$ cat src/rtl/dff_bank_univ.sv
// Parametrised D flip-flop bank with synchronous clear/preset, clock enable,
// bit-masked set/clear/toggle, serial shift and rotate.
module dff_bank_univ #(
    parameter int unsigned      WIDTH     = 8,
    parameter logic [WIDTH-1:0] RESET_VAL = '0
) (
    input  logic             clk,
    input  logic             clr,
    input  logic             pre,
    input  logic             en,
    input  logic [2:0]       op,
    input  logic [WIDTH-1:0] d,
    input  logic             sin,
    output logic [WIDTH-1:0] q,
    output logic [WIDTH-1:0] qn,
    output logic             sout,
    output logic             chg
);

    typedef enum logic [2:0] {
        OP_HOLD = 3'b000,
        OP_LOAD = 3'b001,
        OP_SET  = 3'b010,
        OP_CLR  = 3'b011,
        OP_TGL  = 3'b100,
        OP_SHL  = 3'b101,
        OP_SHR  = 3'b110,
        OP_ROL  = 3'b111
    } op_e;

    logic [WIDTH-1:0] q_nxt;
    logic             sout_nxt;
    logic             chg_nxt;

    // Next-state decode: clr > pre > enable-hold > op
    always_comb begin
        q_nxt    = q;
        sout_nxt = sout;
        if (clr) begin
            q_nxt    = RESET_VAL;
            sout_nxt = 1'b0;
        end else if (pre) begin
            q_nxt    = '1;
            sout_nxt = 1'b0;
        end else if (en) begin
            case (op_e'(op))
                OP_HOLD: q_nxt = q;
                OP_LOAD: q_nxt = d;
                OP_SET:  q_nxt = q | d;
                OP_CLR:  q_nxt = q & ~d;
                OP_TGL:  q_nxt = q ^ d;
                OP_SHL: begin
                    q_nxt    = {q[WIDTH-2:0], sin};
                    sout_nxt = q[WIDTH-1];
                end
                OP_SHR: begin
                    q_nxt    = {sin, q[WIDTH-1:1]};
                    sout_nxt = q[0];
                end
                OP_ROL: begin
                    q_nxt    = {q[WIDTH-2:0], q[WIDTH-1]};
                    sout_nxt = q[WIDTH-1];
                end
                default: q_nxt = q;
            endcase
        end
    end

    assign chg_nxt = (q_nxt != q);

    always_ff @(posedge clk) begin
        q    <= q_nxt;
        sout <= sout_nxt;
        chg  <= chg_nxt;
    end

    // Complement tracks q with no extra register stage
    assign qn = ~q;

endmodule

$ cat config.mk
export PLATFORM = sky130hd
export DESIGN_NAME = dff_bank_univ
export DESIGN_NICKNAME = d
export VERILOG_FILES = /design/src/rtl/dff_bank_univ.sv
export SDC_FILE = /design/constraint.sdc
export NUM_CORES = 1
export LEC_CHECK = 0
export CAP_MARGIN = 10
export CORE_AREA = 5 5 57 59
export DETAILED_ROUTE_END_ITERATION = 7
export DIE_AREA = 0 0 62 64
export HOLD_SLACK_MARGIN = 0.03
export PLACE_DENSITY_LB_ADDON = 0.08
export SKIP_CTS_REPAIR_TIMING = 1
export SYNTH_ARGS = -nofsm -noshare
export SYNTH_HDL_FRONTEND = slang
export SYNTH_SLANG_ARGS = --single-unit
$ cat constraint.sdc
create_clock -name clk -period 6.93 [get_ports clk]
set_input_delay 1.7325 -clock clk [delete_from_list [all_inputs] [get_ports clk]]
set_output_delay 1.7325 -clock clk [all_outputs]
set_load 0.05 [all_outputs]
==> impl_summary.md <==
Placed design
Counting tap cells, the placed design contains a total of approximately 220 instances. The number of buffers added on ports is 33. The detailed placer's ending HPWL is 2730 um. At the end of routability-driven placement, the weighted congestion stood at 0.851.

Global routing
The initial antenna violation count is 0. Global routing consumed, on the met3 layer, 1.61% of the routing resources. The met1 routing resource usage after global routing is 26.5%. Global routing consumed, on the met2 layer, 30.2% of the routing resources. The layer flagged by global routing as most heavily used is met2. The pin count of the biggest net entering global routing is 25. The all-layer global routing usage is a little under a fifth.

The number of global-route vias before repair came to 1,306. The global-route wire length before repair is 5950 um. The sum of overflow across all layers after global routing is 0.

Min path
The worst hold path was traced through 3 stages. The path class of the tightest hold or removal check is reg -> reg.

Setup path
The worst setup path is captured at a flop. The worst endpoint required time is 7.07 ns. The number of cell instances on the worst register-to-register path is 8.

The arrival time reported for the critical path endpoint is 4.36 ns. The critical path is of the in -> reg type. The worst setup path is launched from an input pin. Along the worst path, the maximum fanout reaches 23.

Route
The first routing iteration left 49 violations. The antenna violation net count after detailed routing is 0. The routed layout has between 1k and 1.5k vias.

The remaining design rule violation count is 0. The detailed-routing iteration count for the pre-antenna-repair pass is 4. Dividing the detail-routed via count by the number of cells gives 5.86. The detailed-route wire length per cell is 15.7 um.

The final wirelength is 3570 um.

Cells and area
The net count of the finished layout is 229. The number of diodes is 0. After the flow finishes, the layout carries non-filler instances totaling around 230. The count of fill cells added during filler insertion is 263. Relative to the synthesized area, the layout overhead comes to 26.6%. The fraction of layout instances using a drive strength above 1 is under 10%.

Pwr
The worst voltage drop across the vdd grid is 0.000172 V. The switching portion of total power is between 40 and 50%. The sequential group share of total power is 29.1%. The internal cell power is 0.144 mW. The total net switching power is 0.106 mW. Power spread over the standard cell area amounts to 150 mW/mm2. Summed over all cells, the static leakage comes to 0.713 nW. The portion of total power attributed to the clock network is 21.6%.

Combinational cells account for 49.3% of the total power.

Outcome
The run finished with clean final reports.

Synthesis
The number of storage elements in the synthesis netlist is 10. In the synthesized netlist, the cells that appear most often are nor2_1, inv_1, ha_1. Sequential cells were found to cover 15.2% of the synthesized design area. The synthesized netlist occupies a cell area of 0.00132 mm2.

The most instantiated library cell after synthesis is nor2_1. Counting every net in the synthesized netlist gives 203. After synthesis, the mean cell area works out to 7.70 um2. The gate count of the mapped netlist is 171.

After synthesis, the largest area contributor takes up 15.2% of total cell area. In the post-synthesis netlist, the biggest area contributors are dfxtp_1, ha_1, mux2i_1. The count of unique library cells instantiated by Yosys is 48.

The Yosys step of the flow raised 0 warnings. The most used flip-flop cell after synthesis is dfxtp_1. The share of flip-flops with an asynchronous set or reset after synthesis is 0%. The cell accounting for the most synthesized area is dfxtp_1. The number of synthesized flops with an enable pin is 0.

Timing
Setup repair after global routing left no endpoint under its margin. The total negative slack is 0 ns. The top achievable clock speed is 237 MHz. The tightest slew margin relative to the limit is between 30% and 40%. The worst hold slack is 0.627 ns. Setup violations remaining at the end of the flow were counted as 0.

The fraction of the cycle the final worst path needs is 60.9%. The max-slew violation count is 0. The number of endpoints with negative hold slack in the final report is 0. Between clock sinks in the finished design, the worst skew comes to 0.00651 ns.

The minimum clock period is roughly 4.2 ns. The slew at the pin closest to its max-slew limit is 0.929 ns.

Clock network
The later pin in the worst-skew pair is clocked with a latency of 0.28 ns. The clock root buffer master is clkbuf_4. The maximum buffer depth of the clock tree is 2. After clock tree synthesis, the clock-pin slew on the worst setup and hold paths is about 0.07 ns. In this run the number of H-tree levels came out at 1.

The TritonCTS clock tree is yes. Buffers inserted during clock tree synthesis total 3. The clock drives 10 sinks.

Floorplanning
The initial utilization of the core area, before any placement, comes to between 40% and 50%. The floorplan die height is 64 um. The floorplan die area is a little under 0.004 mm2. During I/O placement, the number of pins put on the boundary was 34. The cell row count is 19.

In this run the horizontal extent of the chip is between 60 and 70 um. The total area inside the core boundary comes to between 0.002 and 0.003 mm2.

Run
The number of max-cap violations is 0.
per-layer routing:
layer	up-vias	wire (um)	share of wire (%)
li1	671	-	-
met2	33	1700	48
met4	0	52	1.5
met3	5	164	4.6
met1	622	1650	46
met5	-	0	0
placed cells by master (no fill, tap or decap), types with 3 or more instances in the layout:
master            n
a211oi_1          6
a21oi_1           9
a31oi_1           3
a32oi_1           3
clkbuf_4          3
clkdlybuf4s50_1  33
dfxtp_1          10
ha_1             16
inv_1            19
mux2_2            5
mux2i_1          10
nand2_1           3
nand3_1           4
nor2_1           23
nor2b_1           6
o21ai_0           3
critical path, stage by stage:
cell             delay [ns]
clkdlybuf4s50_1        1.08
mux2i_1                0.27
nor2_1                 0.07
o31ai_1                0.39
mux2_2                 0.39
o41ai_2                0.30
o311ai_1               0.13
kinds of logic (layout without fill, tap and decap cells):
logic type,after synthesis,count (layout),share of synthesized area (%)
buf+inv,32,57,10.2
flops,10,10,15.2
simple gates,55,55,21.7
mux,17,17,15.3
fa+ha+maj,16,16,15.2
compound gates,41,41,22.5
metrics by stage:
stage	total power [mW]	utilization, %	cell area [um2]	setup WS (ns)
detailed placement	0.197	61.3	1630	2.41
global placement	0.195	61.3	1630	2.47
CTS	0.253	62.6	1670	2.71
finish	0.250	62.6	1670	2.71
global route	0.267	62.6	1670	2.44
floorplan	0.157	-	1320	3.48
power groups by stage:
stage	sequential, mW	clock (mW)	combinational [mW]
floorplan	0.0844	0	0.0728
global placement	0.0738	0	0.122
detailed placement	0.0738	0	0.124
CTS	0.0726	0.0561	0.124
global route	0.0744	0.0584	0.134
finish	0.0728	0.0539	0.123
cell type report:
class	instances	area [um2]	share of cell area, %
well taps	31	38.8	2.33
clock buffers	4	36.3	2.18
inverters	19	71.3	4.28
flip-flops and latches	10	200	12.0
repair buffers	34	338	20.3
multi-input cells	129	983	59.0
sequential cells by signal (all words and copies together) (netlist names):
signal,count
chg,1
q,8
sout,1
worst paths after layout:
check | startpoint | end | slack, ns
max | op[1] | chg | 2.71
min | sout | sout | 0.63
min reg2reg | sout | sout | 0.63
max reg2reg | q[6] | chg | 4.42
Note: power is estimated with default switching activity, not from simulation.
